### src/rtl/seq_decoder.sv
// seq_decoder
// Registered binary-to-one-hot decoder with valid/ready handshakes on both
// sides. A single-mode command emits one beat on line in_sel. A scan-mode
// command emits one beat per line, from line 0 up to line in_sel.
//
// Build option: define SEQ_DECODER_ACTIVE_LOW_EN to make out_d one-cold.
// In that build the idle and reset value is all ones, and the handshake is
// unchanged.
//
// Ports
//   clk        rising-edge clock
//   rst        synchronous active-high reset
//   in_valid   command present
//   in_ready   command can be accepted this cycle (combinational)
//   in_sel     target line index (N bits)
//   in_mode    0 = single beat, 1 = scan 0..in_sel
//   out_valid  out_d holds a valid beat
//   out_ready  consumer takes the beat this cycle
//   out_d      decoded lines (2^N bits), driven from registers only
//   out_last   current beat is the final beat of its command
//   busy       a command is in progress (same as out_valid)
//
// state  | meaning
// -------+------------------------------------------------
// IDLE   | no beat pending, out_d at its idle value
// SINGLE | one beat pending on line idx, always last
// SCAN   | walking idx from 0 up to tgt, last when idx == tgt
module seq_decoder #(
    parameter int N = 3
) (
    input  logic               clk,
    input  logic               rst,
    input  logic               in_valid,
    output logic               in_ready,
    input  logic [N-1:0]       in_sel,
    input  logic               in_mode,
    output logic               out_valid,
    input  logic               out_ready,
    output logic [(1<<N)-1:0]  out_d,
    output logic               out_last,
    output logic               busy
);

    localparam int W = 1 << N;

    typedef enum logic [1:0] {
        IDLE   = 2'd0,
        SINGLE = 2'd1,
        SCAN   = 2'd2
    } state_t;

    state_t         state, state_nxt;
    logic [N-1:0]   idx, idx_nxt;
    logic [N-1:0]   tgt, tgt_nxt;
    logic           scan;
    logic           last;
    logic           accept;
    logic           fire;
    logic [W-1:0]   onehot;

    assign scan      = (state == SCAN);
    assign out_valid = (state != IDLE);
    assign busy      = out_valid;
    assign last      = !scan || (idx == tgt);
    assign out_last  = out_valid && last;

    // A new command may load on the same edge that retires the final beat,
    // so back-to-back commands need no idle cycle between them.
    assign in_ready  = !out_valid || (out_ready && last);
    assign accept    = in_valid && in_ready;
    assign fire      = out_valid && out_ready;

    assign onehot = {{(W-1){1'b0}}, 1'b1} << idx;

`ifdef SEQ_DECODER_ACTIVE_LOW_EN
    assign out_d = out_valid ? ~onehot : {W{1'b1}};
`else
    assign out_d = out_valid ? onehot : {W{1'b0}};
`endif

    always_ff @(posedge clk) begin
        if (rst) begin
            state <= IDLE;
            idx   <= '0;
            tgt   <= '0;
        end else begin
            state <= state_nxt;
            idx   <= idx_nxt;
            tgt   <= tgt_nxt;
        end
    end

    always_comb begin
        state_nxt = state;
        idx_nxt   = idx;
        tgt_nxt   = tgt;
        // accept implies any pending beat is last and firing, so the
        // accept branch also covers the fire-with-last-and-accept case.
        if (accept) begin
            tgt_nxt   = in_sel;
            idx_nxt   = in_mode ? '0 : in_sel;
            state_nxt = in_mode ? SCAN : SINGLE;
        end else if (fire) begin
            if (!last) begin
                idx_nxt = idx + N'(1);
            end else begin
                state_nxt = IDLE;
            end
        end
    end

endmodule
### config.mk
export PLATFORM = sky130hd
export DESIGN_NAME = seq_decoder
export DESIGN_NICKNAME = d
export VERILOG_FILES = /design/src/rtl/seq_decoder.sv
export SDC_FILE = /design/constraint.sdc
export NUM_CORES = 1
export LEC_CHECK = 0
export CAP_MARGIN = 20
export CORE_AREA = 2 2 39 41
export DETAILED_ROUTE_END_ITERATION = 12
export DIE_AREA = 0 0 41 43
export DONT_BUFFER_PORTS = 1
export PLACE_DENSITY_LB_ADDON = 0.05
export RECOVER_POWER = 50
export SETUP_SLACK_MARGIN = 0.3
export SYNTH_ARGS = -nofsm -noshare
export SYNTH_HDL_FRONTEND = slang
export SYNTH_SLANG_ARGS = --single-unit
### constraint.sdc
create_clock -name clk -period 2.5 [get_ports clk]
set_input_delay 0.375 -clock clk [delete_from_list [all_inputs] [get_ports clk]]
set_output_delay 0.375 -clock clk [all_outputs]
set_load 0.01 [all_outputs]
# Yosys cells after proc, flatten, opt, wreduce, memory -nomap -nowiden
# Index checks and enable logic that the tools add are counted.
dict set report op_classes {
  eq_ne 3
  muxes 9
  n_addsub 1
  shift 1
  n_reduce_logical 13
}
# op count
set ops {}
lappend ops {{3-bit 2-to-1 mux} 4}
lappend ops {{2-bit 2-to-1 mux} 4}
lappend ops {{8-bit 2-to-1 mux} 1}
lappend ops {{1-bit by 3-bit << shifter with 8-bit output, first input constant} 1}
lappend ops {{2-bit nonzero test} 3}
lappend ops {{1-bit logical AND} 4}
lappend ops {{2-bit AND reduction} 2}
lappend ops {{3-bit by 1-bit adder with 3-bit output, second input constant} 1}
lappend ops {{3-bit == test} 1}
lappend ops {{2-bit == test, second input constant} 1}
lappend ops {{1-bit zero test} 2}
lappend ops {{1-bit logical OR} 2}
lappend ops {{2-bit by 1-bit != test with 1-bit output, second input constant} 1}
dict set report totals {
  inputBits 8
  regBits 8
  wordCells 30
  output_inout_bits 12
}

# Longest topological paths before layout
# Gate-level depths: netlist of the first run.
dict set report depth {
  ltp_word 8
  depth_mapped 7
  ltp_nobuf 6
}

# Worst setup path after synthesis of the first run
# OpenSTA, ideal clock, no wires.
dict set report synth_path {
  kind {reg-to-reg}
  start {register idx[0]}
  end {register idx[2]}
  slack_ps 816
  path_stages_with_launch 6
  t_required_ps 2414
  setup_ps 86
  arrival_ps 1598
  period_less_slack_ps 1684
  path_buffers 0
  path_cell_list {dfxtp_1 xor2_1 nor4b_2 o21ai_2 or3b_1 a221oi_2}
}
dict set report synth_between {
  elab_chain_cells 7
  word_cells_on_any_way 12
  cone_classes {add/sub: 1; eq/ne: 2; mux: 3; reduce/logical: 6}
}
# element line_no
set synth_rtl {}
lappend synth_rtl {{from (decl)} 53} ;# logic [N-1:0] idx, idx_nxt;
lappend synth_rtl {{from (signal assigned)} 88} ;# idx <= idx_nxt;
lappend synth_rtl {{parallel branches: the longest is 7 deep, another holds 3-bit by 1-bit adder with 3-bit output} -}
# Parallel ways; which one is timed is not known. The select of a mux whose other input is x is not followed.
# A chain may end at the register's enable or synchronous reset.

# Worst setup path after layout of the first run
dict set report layout_path {
  start {register idx[0]}
  end {output in_ready}
}
dict set report layout_between {
  elab_chain_cells 4
}
# element line_no
set layout_rtl {}
lappend layout_rtl {{3-bit == test} 64} ;# assign last = !scan || (idx == tgt);
lappend layout_rtl {{1-bit logical OR} 64}
lappend layout_rtl {{1-bit logical AND} 69} ;# assign in_ready = !out_valid || (out_ready && last);
lappend layout_rtl {{1-bit logical OR} 69}
lappend layout_rtl {{to (decl)} 34} ;# output logic in_ready,
# Every way passes these cells.

==> run summary, run 1 <==
Fin crit period: 2.04 ns
LEAKAGE: 0.303 nW
Setup_tns: 0 ns
Initial antenna violation count: 0
Cell taking the most area after synthesis: dfxtp_1
Global placer's final weighted congestion: 0.765
Compound-Gate Fraction of Synth Area: 19.5%
Slew headroom: 62.1%
Hold path endpoint: idx[2]
CTS resizes: 0
Critical path type: reg2out
Pre-CTS setup slack: 0.665 ns
Fmax: 0.491 GHz
Reg2Reg Depth: 5
Layout Area Growth over Synthesis: 3.49%
Final WS setup: 0.464 ns
Worst Hold Launch: rst
Final WL: 1180 um
Reg area: 160 um^2
DIE HEIGHT: 43 um
IO Port Bufs: 0
TritonCTS clock tree: done
Postcts setup bufs: 0
FF+latch count, synth: 8
Drt first-iter violations: 1
Crit path DAT: 1.66 ns
Initial Util: 44.0%
Setup violators final: 0
Unrepaired setup endpoints after global routing: false
Outcome: finished clean
Vias per cell: 5.60
Drt drc: 0
Total CTS buffers: 3
YS warnings: 0
Worst Hold Class: in2reg
Multi-input combinational cell area: 405 um^2
Drt wl/cell: 13.3 um
Critical path fanouts, max: 6
Syn Std Cell Area: 609 um^2
Max-slew violation count: 0
Number of flops mapped to enable cells by yosys: 0
Diode count: 0
CTS max path bufs: 2
Yosys cell types: 31
Worst ir drop on vdd: 295 uV
FF-to-FF End: idx[1]
Avg Cell Area, Syn: 8.35 um^2
Die ar.: 0.00176 mm^2
Synth Area in Adders: 12.3%
Launching point of the worst reg2reg path: idx[0]
Xor and xnor area share after synthesis: 4.31%
Multiplexer share of the synthesized area: 4.93%
Clock Sinks: 8
Nets: 89
Synth Area in Simple Gates: 26.5%
Vias in the first global route: 455
FP Rows: 14
P per Cell Area: 556 mW/mm^2
Worst Hold Depth: 1
Clock Latency Late Sink: 0.24 ns
Commonest cells post-synth: 8 x dfxtp_1, 8 x nor2_1, 6 x and3_1, 6 x ha_1, 6 x nand2_1
Max Clock Skew: 0.00434 ns
Clk slew on worst S/H paths: 0.05 ns
Gr usage total: 15.0%
Gr ovfl total: 0
Async SR Flop Fraction: 0%
Clk root buf: clkbuf_4
Largest family of logic cells by synthesized area: simple AND/OR/NAND/NOR gates
CORE AREA: 0.00138 mm^2
Fill count: 140
Final hold violations: 0
Top cells by area, synth: dfxtp_1 26%, ha_1 12%, and3_1 6.2%
Share of layout cells above drive strength 1: 9.59%
Post-synth top area share: 26.3%
First-pass iteration count of the detailed router: 2
Global-route wire length before repair: 1810 um
Antenna viol nets, final: 0
Worst setup EP type: primary output
Max Cap Violations: 0
Io pins: 20
Final HPWL DP: 939 um
Syn Nets: 87
Slew @ Worst Pin: 0.565 ns
H-tree Lvls: 1
Main synth FF type: dfxtp_1
Worst EP required: 2.12 ns
Via count: 498
Maximum number of pins on one net before global-route repair: 12
# hold bufs at CTS: 0
Syn Inst Count: 73
Startpoint types: flip-flop
Fin crit share: 81.4%
R2R setup slack: 0.58 ns
Die X-Extent: 41 um
Register area share after synthesis: 26.3%
-- where the power goes --
part / internal [mW] / total [mW] / switching, mW
clock network: 0.0545 / 0.0922 / 0.0377
registers: 0.140 / 0.156 / 0.0157
logic: 0.0401 / 0.102 / 0.0623
-- metrics by stage --
stage | utilization (%) | instance area [um^2] | cells | power, mW | hold slack (ns)
5_1_grt | 45.6 | 631 | 89 | 0.378 | 0.179
3_3_place_gp | 44.7 | 618 | 86 | 0.266 | 0.448
4_1_cts | 46.3 | 641 | 89 | 0.362 | 0.179
2_1_floorplan | - | 609 | 73 | 0.248 | 0.484
3_5_place_dp | 44.7 | 618 | 86 | 0.266 | 0.444
6_report | 45.6 | 631 | 89 | 0.350 | 0.188
-- cells by family after synthesis --
family / Yosys count
xor gates and xnor gates: 3
AOI/OAI and AO/OA: 15
muxes: 3
DFF: 8
and+or+nand+nor: 29
adders and majority gates: 6
buffers and inverters: 9
-- cell type report --
class | instances | area share [%]
clock buffers | 3 | 3.57
inverters | 5 | 2.98
flip-flops and latches | 8 | 25.4
repair buffers | 1 | 0.595
well taps | 16 | 3.17
multi-input cells | 56 | 64.3
-- layout by cell type, fill, tap and decap left out, types with 2 or more instances in the layout --
master and count:
nor2_1 8, dfxtp_1 8, and3_1 6, nand2_1 6, ha_1 6, inv_1 5, xor2_1 3, o21ai_0 3
mux2i_1 3, clkbuf_4 3, and2_0 2, or3b_1 2
-- per-layer routing --
| metal | up-vias | global-route usage [%] | part of all wire, % |
|---|---|---|---|
| li1 | 258 | - | - |
| met1 | 223 | 19.5 | 49 |
| met2 | 15 | 22.2 | 45 |
| met3 | 2 | 1.57 | 5.3 |
| met4 | 0 | 10.0 | 1.0 |
| met5 | - | 0 | 0 |
-- state kept, by name (all words and copies together) (netlist names) --
name,count
idx,3
state,2
tgt,3
-- critical path: stages (launching register included) --
cell and delay, ns:
dfxtp_1 0.35, xor2_1 0.19, nor3_1 0.51, o21ai_0 0.21, nand2_1 0.16
-- worst max-delay path by stage --
| stage | from | to | slack (ns) | cells past startpoint |
|---|---|---|---|---|
| CTS | idx[0] | in_ready | 0.41 | 4 |
| floorplan | idx[0] | idx[2] | 0.82 | 5 |
| finish | idx[0] | in_ready | 0.46 | 4 |
| global route | idx[0] | in_ready | 0.25 | 4 |
| global placement | idx[0] | idx[1] | 0.65 | 5 |
| detailed placement | idx[0] | idx[1] | 0.66 | 5 |
Note: power is estimated with default switching activity, not from simulation.
==> run 2: changes to the inputs <==
==> constraint.sdc (replaced) <==
create_clock -name clk -period 1.7 [get_ports clk]
set_input_delay 0.255 -clock clk [delete_from_list [all_inputs] [get_ports clk]]
set_output_delay 0.255 -clock clk [all_outputs]
set_load 0.01 [all_outputs]
==> run 2 against run 1 <==
Net effect:
- non-clock buffer count is 13 higher
- routed wire length grew 25%
- clock skew fell by 0.00086 ns
- count of clock-buffer cells in the layout is the same
- first-iteration DRC count increased by 100%
- combinational power grew to 3.0 times the previous value
- sequential power grew 57%
- register-to-register slack got worse by 0.56 ns
- flip-flop and latch count stayed put
- via count is 11% higher
- cell area up 48%
- total power grew 96%
- critical endpoint is now idx[2]
==> run summary, run 2 (synthesized netlist as in run 1, its figures left out) <==
Outcome: finished clean
Clock Sinks: 8 (unchanged)
FP Rows: 14 (unchanged)
Initial antenna violation count: 0 (unchanged)
Critical path fanouts, max: 4 (-2)
First-pass iteration count of the detailed router: 2 (unchanged)
Via count: 555 (+11%)
Global placer's final weighted congestion: 0.672 (-12%)
Worst EP required: 1.86 ns (-0.26 ns)
Fill count: 127 (-9.3%)
Switch Pwr: 241 uW (+110%)
H-tree Lvls: 1 (unchanged)
Final hold violations: 0 (unchanged)
Largest regs: idx x3, tgt x3, state x2
Gr usage total: 18.1% (+3.1 points)
Most common cell after layout, fill and taps aside: buf_4
Gr ovfl total: 0 (unchanged)
Crit path buffers/inverters: 0 (unchanged)
CTS max path bufs: 2 (unchanged)
Slew @ Worst Pin: 0.250 ns (-0.315 ns)
Slowest stage cell, crit path: or3b_1
CP top delay family: simple AND/OR/NAND/NOR gates
Max Clock Skew: 0.00349 ns (-0.000855 ns)
Reg power frac: 35.7% (-8.7 points)
Unrepaired setup endpoints after global routing: true
Drt drc: 0 (unchanged)
Io pins: 20 (unchanged)
Clock power share: 20.5% (-5.8 points)
Final WL: 1470 um (+25%)
Hold path endpoint: idx[1]
Vias per cell: 5.44 (-2.8%)
Worst setup EP type: flip-flop
Vias in the first global route: 504 (+11%)
Switching share of total power: 35.1% (+2.1 points)
Worst Hold Class: in2reg
DIE HEIGHT: 43 um (unchanged)
Total CTS buffers: 3 (unchanged)
P per Cell Area: 735 mW/mm^2 (+32%)
Worst Hold Launch: rst
Startpoint types: flip-flop
Crit-path cells: xor2_4, nor4b_2, o21ai_2, or3b_1, a221oi_2
Worst Hold Depth: 1 (unchanged)
Fin crit period: 1.68 ns
Clk slew on worst S/H paths: 0.05 ns (about the same)
# hold bufs at CTS: 0 (unchanged)
Setup violators final: 0 (unchanged)
Most frequent cells in the layout: 9 x buf_4, 8 x nor2_1, 5 x nand2_1
Pre-CTS setup slack: 0.0352 ns (-0.630 ns)
Worst ir drop on vdd: 471 uV (+60%)
Final HPWL DP: 994 um (+5.8%)
Critical path type: reg2reg
Combinational power share: 43.9% (+15 points)
Initial Util: 44.0% (unchanged)
IO Port Bufs: 0 (unchanged)
Clock Latency Late Sink: 0.25 ns (about the same)
Diode count: 0 (unchanged)
Drt first-iter violations: 2 (+1)
Max-slew violation count: 0 (unchanged)
Die X-Extent: 41 um (unchanged)
Die ar.: 0.00176 mm^2 (unchanged)
Launching point of the worst reg2reg path: tgt[2]
CP peak stage delay: 0.40 ns (-0.11 ns)
Nets: 102 (+15%)
R2R setup slack: 0.02 ns (-0.56 ns)
Crit path DAT: 1.83 ns (+0.17 ns)
Multi-input combinational cell area: 577 um^2 (+42%)
Drt wl/cell: 14.4 um (+8.8%)
Max Cap Violations: 0 (unchanged)
TritonCTS clock tree: done
CORE AREA: 0.00138 mm^2 (unchanged)
FF-to-FF End: idx[2]
Reg2Reg Depth: 5 (unchanged)
Setup_tns: 0 ns (unchanged)
Final WS setup: 0.0228 ns (-0.442 ns)
Share of layout cells above drive strength 1: 54.7% (+45 points)
Clk root buf: clkbuf_4
Antenna viol nets, final: 0 (unchanged)
Cell-internal power: 445 uW (+90%)
Fin crit share: 98.7%
Fmax: 0.596 GHz
LEAKAGE: 0.392 nW (+29%)
Slew headroom: 83.2% (+21 points)
Maximum number of pins on one net before global-route repair: 12 (unchanged)
Global-route wire length before repair: 2150 um (+19%)
Layout Area Growth over Synthesis: 53.2%
Reg area: 180 um^2 (+12%)
## run 2: changes by cell type in the layout (fill, tap and decap cells not counted), moves of 3 or more
cell | previous run | this run
xor2_4 | 0 | 3
xor2_1 | 3 | 0
ha_1 | 6 | 2
dfxtp_4 | 0 | 4
buf_4 | 0 | 9
and3_1 | 6 | 3
and3_4 | 0 | 3
dfxtp_2 | 0 | 4
ha_4 | 0 | 3
dfxtp_1 | 8 | 0
buf_6 | 0 | 3
## run 2: stage by stage
step	hold WS [ns]	std cells	utilization (%)	total power, mW	area (um^2)
4_1_cts	0.0488	97	56.2	0.611	778
5_1_grt	0.0405	102	67.5	0.740	933
6_report	0.0553	102	67.5	0.686	933
2_1_floorplan	0.399	73	-	0.383	651
3_3_place_gp	0.315	91	50.3	0.431	696
3_5_place_dp	0.317	91	50.3	0.432	696
## run 2: how the worst max path moves through the flow
stage | start | cells past startpoint | slack, ns | to
global placement | tgt[2] | 5 | 0.03 | idx[2]
detailed placement | idx[0] | 5 | 0.04 | idx[2]
finish | tgt[2] | 5 | 0.02 | idx[2]
floorplan | tgt[2] | 5 | 0.06 | idx[2]
global route | tgt[2] | 5 | -0.03 | idx[2]
CTS | idx[0] | 5 | 0.02 | idx[2]
## run 2: repair_timing
action	CTS	global route
gates resized for setup	9	34
pin swaps	6	8
endpoints found under the setup margin	18	18
setup buffers	3	4
gates cloned	0	1
endpoints found under the hold margin	0	0
## run 2: area by class of cell
class / instances / area share [%]
clock buffers: 3 / 2.41
inverters: 5 / 2.55
multi-input cells: 56 / 61.8
flip-flops and latches: 8 / 19.3
well taps: 16 / 2.14
repair buffers: 14 / 11.8
## run 2: routing by layer
metal  vias up  routed length (um)  GRT usage, %
met5         -                   0             0
met4         0                  15          12.0
met3         2                  71          3.66
met2        18                 765          24.4
met1       249                 619          25.2
li1        286                   -             -
## run 2: power by group through the flow
stage	Sequential (mW)	Combinational, mW	Clock, mW
global placement	0.235	0.196	0
finish	0.245	0.301	0.140
CTS	0.233	0.227	0.150
floorplan	0.232	0.151	0
global route	0.248	0.331	0.161
detailed placement	0.236	0.195	0
